$ cat config.mk
export PLATFORM = sky130hd
export DESIGN_NAME = store_rmw_ctrl
export DESIGN_NICKNAME = d
export VERILOG_FILES = /design/src/rtl/store_rmw_ctrl.sv
export SDC_FILE = /design/constraint.sdc
export NUM_CORES = 1
export LEC_CHECK = 0
export ABC_CLOCK_PERIOD_IN_PS = 3810
export BUFFER_PORTS_ARGS = -buffer_cell sky130_fd_sc_hd__buf_4
export CAP_MARGIN = 5
export CORE_UTILIZATION = 44
export DETAILED_ROUTE_END_ITERATION = 10
export PLACE_DENSITY = 0.77
export RECOVER_POWER = 100
export SYNTH_ARGS = -nofsm -noshare
export SYNTH_HDL_FRONTEND = slang
export SYNTH_SLANG_ARGS = --single-unit
$ cat constraint.sdc
create_clock -name clk -period 3.81 [get_ports clk]
set_clock_uncertainty 0.2 [all_clocks]
set_input_delay 0.762 -clock clk [delete_from_list [all_inputs] [get_ports clk]]
set_output_delay 0.762 -clock clk [all_outputs]
set_load 0.02 [all_outputs]
$ cat src/rtl/store_rmw_ctrl.sv
// Load/store sequencer for a single-port sync-read memory; sb stores run read-modify-write.
// Latency: sw 2, lw 2+RD_LAT, sb 3+RD_LAT cycles to resp_valid; req_ready only in IDLE (one op in flight).
module store_rmw_ctrl #(
  parameter int RD_LAT = 1,
  parameter int ADDR_W = 32
) (
  input  logic              clk,
  input  logic              reset,
  input  logic              req_valid,
  output logic              req_ready,
  input  logic              req_we,
  input  logic              req_sb,
  input  logic [ADDR_W-1:0] req_addr,
  input  logic [31:0]       req_wdata,
  output logic              resp_valid,
  output logic [31:0]       resp_rdata,
  output logic              mem_en,
  output logic              mem_we,
  output logic [ADDR_W-1:0] mem_addr,
  output logic [31:0]       mem_wdata,
  input  logic [31:0]       mem_rdata,
  output logic              busy
);

  localparam int CNT_W = (RD_LAT > 1) ? $clog2(RD_LAT) : 1;

  typedef enum logic [2:0] {
    IDLE  = 3'd0,
    RD    = 3'd1,
    RWAIT = 3'd2,
    WR    = 3'd3,
    RESP  = 3'd4
  } state_t;

  state_t            state, state_nxt;
  logic              we_q;
  logic              sb_q;
  logic [1:0]        lane_q;
  logic [ADDR_W-1:0] addr_q;
  logic [31:0]       wdata_q;
  logic [31:0]       rdata_q;
  logic [CNT_W-1:0]  cnt_q;
  logic [31:0]       merged;
  logic              accept;
  logic              capture;

  assign accept  = req_valid && req_ready;
  assign capture = (state == RWAIT) && (cnt_q == '0);

  always_ff @(posedge clk or posedge reset) begin
    if (reset) begin
      state   <= IDLE;
      we_q    <= 1'b0;
      sb_q    <= 1'b0;
      lane_q  <= 2'd0;
      addr_q  <= '0;
      wdata_q <= 32'h0;
      rdata_q <= 32'h0;
      cnt_q   <= '0;
    end else begin
      state <= state_nxt;
      if (accept) begin
        we_q    <= req_we;
        sb_q    <= req_sb;
        lane_q  <= req_addr[1:0];
        addr_q  <= {req_addr[ADDR_W-1:2], 2'b00};
        wdata_q <= req_wdata;
      end
      // RD always hands over to RWAIT, so loading here is loading on RWAIT entry
      if (state == RD) begin
        cnt_q <= CNT_W'(RD_LAT - 1);
      end else if ((state == RWAIT) && (cnt_q != '0)) begin
        cnt_q <= cnt_q - CNT_W'(1);
      end
      if (capture) begin
        rdata_q <= mem_rdata;
      end
    end
  end

  always_comb begin
    merged = rdata_q;
    case (lane_q)
      2'd0:    merged[7:0]   = wdata_q[7:0];
      2'd1:    merged[15:8]  = wdata_q[7:0];
      2'd2:    merged[23:16] = wdata_q[7:0];
      default: merged[31:24] = wdata_q[7:0];
    endcase
  end

  always_comb begin
    state_nxt  = state;
    mem_en     = 1'b0;
    mem_we     = 1'b0;
    mem_addr   = '0;
    mem_wdata  = 32'h0;
    resp_valid = 1'b0;
    case (state)
      IDLE: begin
        if (accept) begin
          state_nxt = (req_we && !req_sb) ? WR : RD;
        end
      end
      RD: begin
        mem_en    = 1'b1;
        mem_addr  = addr_q;
        state_nxt = RWAIT;
      end
      RWAIT: begin
        mem_addr = addr_q;
        if (capture) begin
          state_nxt = we_q ? WR : RESP;
        end
      end
      WR: begin
        mem_en    = 1'b1;
        mem_we    = 1'b1;
        mem_addr  = addr_q;
        mem_wdata = sb_q ? merged : wdata_q;
        state_nxt = RESP;
      end
      RESP: begin
        mem_addr   = addr_q;
        resp_valid = 1'b1;
        state_nxt  = IDLE;
      end
      default: state_nxt = IDLE;
    endcase
  end

  // state is already IDLE while reset is high, so only req_ready needs the extra gate
  assign req_ready  = (state == IDLE) && !reset;
  assign busy       = (state != IDLE);
  assign resp_rdata = rdata_q;

endmodule

==> parameters.txt <==
Parameter                              Value

Placement
  Final weighted congestion of routability-driven global placement ... 0.8222
  # port buffers ... 199
  DP Wirelength ... 9529 um
  Post-place setup slack ... 1.113 ns

Global route
  Via count of the first global-routing pass ... 3864
  Total global-route track usage ... 23.00%
  GR Util met2 ... 38.22%
  Pin count of the biggest net entering global routing ... 76
  Layer carrying the most global-route usage ... met2
  GR Overflow Total ... 0
  Wire length of the first global-routing pass ... 20460 um
  Antenna violations before repair ... 0
  Met3 Use GR ... 3.737%
  Global routing usage on met1 ... 29.97%

Finish
  Layout Area Growth over Synthesis ... 28.12%
  Area of combinational cells with multiple inputs ... 2073 um2
  Register cell area after layout ... 2552 um2
  Proportion of layout cells with a drive suffix above 1 ... 34.56%
  Highest-count cells in the layout ignoring fill and taps ... sky130_fd_sc_hd__buf_4 (129), sky130_fd_sc_hd__dfrtp_1 (102), sky130_fd_sc_hd__clkbuf_1 (76)
  Final antenna diode count ... 0
  Most common cell after layout, fill and taps aside ... sky130_fd_sc_hd__buf_4
  Filler Cells Inserted ... 1022
  Nets@finish ... 692

Power
  Ratio of total power to cell area ... 941.7 nW/um2
  Leakage power ... 2.897 nW
  Peak supply drop ... 422.2 uV

Critical path
  Largest incremental delay on the critical path ... 0.70 ns
  Slowest stage cell on the critical path ... sky130_fd_sc_hd__clkbuf_2
  Critical path launch point type ... flop
  Category of the worst setup path capture point ... primary output
  Biggest fanout along the worst timing path ... 45
  Required @ worst endpoint ... 2.85 ns
  Cell breakdown of the critical path ... clkbuf_2, o21ai_2, mux2i_1, nor2_1, buf_4
  Kind of cell with the highest combined delay on the critical path ... buffers and inverters
  Data arrival, critical path ... 2.36 ns
  Startpoint-to-endpoint class of the critical path ... reg2out
  Count of buffering cells on the critical path with inverters included ... 2

Route
  Post-DR vias/cell ... 5.174
  Average wire per cell in the routed design ... 17.93 um
  DRC violations left ... 0
  First drt pass iteration count ... 4
  Number of vias in the routed layout ... 3808
  Count of routing violations after the opening detailed-route iteration ... 161
  Total Wirelength ... 13190 um
  Count of nets left with antenna violations after detail routing ... 0

STA
  Slew HR ... -6.121%
  Setup repair after global routing missed its margin ... no
  Setup slack after layout ... 0.4850 ns
  Final hold vios ... 0
  Count of final setup violators ... 0
  Pin slew with the least headroom to its limit ... 1.590 ns
  Final slew viol count ... 76
  Minimum clock period ... 3.325 ns
  Upper clock frequency limit ... 0.3008 GHz
  Final critical-path share of the clock period ... 87.27%
  Setup TNS ... 0 ns

Floorplan
  Number of top-level pins ... 202
  Floorplan die width ... 108.4 um
  Die footprint ... 11740 um2
  Cell row count ... 38
  Starting utilization of the core area ... 45.53%
  Core box area ... 10940 um2
  Height of the die ... 108.4 um

CTS
  Clock sink count ... 102
  Clock buffers created by TritonCTS ... 9
  Clock latency reported for the late side of the worst-skew pair ... 0.33 ns
  Maximum number of buffers from clock root to sink ... 2
  Number of hold buffers added after cts ... 0
  TritonCTS clock tree ... yes
  Post-cts resize count ... 0
  Clock root cell ... sky130_fd_sc_hd__clkbuf_16
  H-tree levels ... 3
  Clock-pin slew of the registers on the worst-case setup and hold paths ... 0.07 ns
  Post CTS Setup Buffer Count ... 0

Run
  Number of maximum-capacitance violations ... 1

Yosys
  Top cell type by total area after synthesis ... sky130_fd_sc_hd__dfrtp_1
  Register bit total from synthesis ... 102
  Gate Count Post-Synth ... 405
  Simple logic cell fraction of the synthesized area ... 12.54%
  Number of distinct library cells after synthesis ... 29
  Average cell area after synthesis ... 12.29 um2
  Multiplexer area fraction after synthesis ... 26.79%
  Dominant combinational cell family by area after synthesis ... multiplexers
  Area fraction in compound gates after synthesis ... 5.052%
  Share of the synthesized area in the top cell type ... 51.27%
  Sequential share of the synthesized area ... 51.27%
  Top cells by area, synth ... sky130_fd_sc_hd__dfrtp_1 (51%), sky130_fd_sc_hd__mux2_2 (13%), sky130_fd_sc_hd__mux2_4 (12%)
  Synth warnings ... 0
  Post-synthesis share of cell area spent on full adders, half adders and majority gates ... 0%
  Combined area of all synthesized cells ... 4979 um2
  Parity-gate share of the synthesized area counting xor and xnor cells ... 0.3518%

Min path
  Class of the tightest hold or removal check ... reg2reg

Outcome
  Outcome ... finished with violations
  Violated checks ... capacitance limit, slew limit
-- synthesized netlist by cell type --
cell type and number:
sky130_fd_sc_hd__and2_1 31, sky130_fd_sc_hd__a221oi_1 1, sky130_fd_sc_hd__inv_1 3, sky130_fd_sc_hd__nand3b_1 2
sky130_fd_sc_hd__nor2_1 34, sky130_fd_sc_hd__nor3_1 1, sky130_fd_sc_hd__clkbuf_1 19, sky130_fd_sc_hd__a2bb2oi_1 1
sky130_fd_sc_hd__nand3_1 8, sky130_fd_sc_hd__mux2_2 56, sky130_fd_sc_hd__mux2_1 2, sky130_fd_sc_hd__nand2b_1 3
sky130_fd_sc_hd__o21bai_1 1, sky130_fd_sc_hd__nor2b_1 5, sky130_fd_sc_hd__buf_4 2, sky130_fd_sc_hd__o21ai_2 1
sky130_fd_sc_hd__a311oi_1 24, sky130_fd_sc_hd__nor3_2 1, sky130_fd_sc_hd__dfrtp_1 102, sky130_fd_sc_hd__o21a_1 1
sky130_fd_sc_hd__nand2b_4 1, sky130_fd_sc_hd__mux2i_1 8, sky130_fd_sc_hd__conb_1 1, sky130_fd_sc_hd__xnor2_1 2
sky130_fd_sc_hd__or3_4 1, sky130_fd_sc_hd__mux2_4 40, sky130_fd_sc_hd__nand2_1 42, sky130_fd_sc_hd__buf_6 6
sky130_fd_sc_hd__buf_2 6
-- power breakdown --
group / internal (mW) / total, mW / leakage, nW / switching, mW
registers: 1.64 / 2.12 / 1.21 / 0.484
clock network: 0.542 / 0.929 / 0.152 / 0.387
logic: 1.24 / 2.95 / 1.54 / 1.71
-- registers in the layout (all words and copies together) (netlist names) --
signal and cells:
wdata_q 32, lane_q 2, sb_q 1, addr_q 30, cnt_q 1, resp_rdata 32
state 3, we_q 1
-- path summary, 6_finish.rpt --
kind                       startpoint             end  slack (ns)  cells after the start
min in group asynchronous       reset       addr_q[3]        0.72                      2
min reg2reg                 addr_q[4]       addr_q[4]        0.28                      1
min                         addr_q[4]       addr_q[4]        0.28                      1
max in group asynchronous       reset     wdata_q[11]        1.24                      3
max                              sb_q    mem_wdata[5]        0.49                      5
max reg2reg                  state[2]  resp_rdata[18]        0.74                      4
-- through the flow --
step	power, mW	cells	hold WS, ns	cell area, um2	util, %
after floorplan	4.348	406	0.2704	4982	-
final	6.007	736	0.2844	6379	58.33
after CTS	6.591	736	0.3043	6838	62.53
after global routing	6.398	736	0.2975	6379	58.33
after detailed placement	5.638	720	0.2850	6536	59.77
after global placement	5.531	720	0.2827	6536	59.77
-- kinds of logic (layout without fill, tap and decap cells) --
kind of cell           count (synthesis)  after routing
AND/OR/NAND/NOR                      129            129
multiplexers                         106            106
flip-flops                           102            102
buffers and inverters                 36            226
AO/OA/AOI/OAI                         29             29
XOR/XNOR                               2              2
other                                  1              2
-- worst reg2reg max path: cells and delay by family (launching register included) --
kind	cells	cell delay [ns]
simple gates	2	1.14
buf+inv	1	0.71
mux	1	0.43
flops	1	0.48
-- area by class of cell --
| class | count | share of cell area, % |
|---|---|---|
| sequential | 102 | 40.02 |
| timing repair buffer | 207 | 19.83 |
| clock inverter | 4 | 0.7062 |
| clock buffer | 12 | 4.021 |
| tap | 140 | 2.746 |
| inverter | 3 | 0.1765 |
| multi-input combinational | 268 | 32.50 |
-- routing by layer --
metal	share of wire (%)	routed length (um)
met5	0	0
met4	2.1	282
met1	43	5736
met2	50	6568
met3	4.6	607
Power figures use the tool's default switching activity.
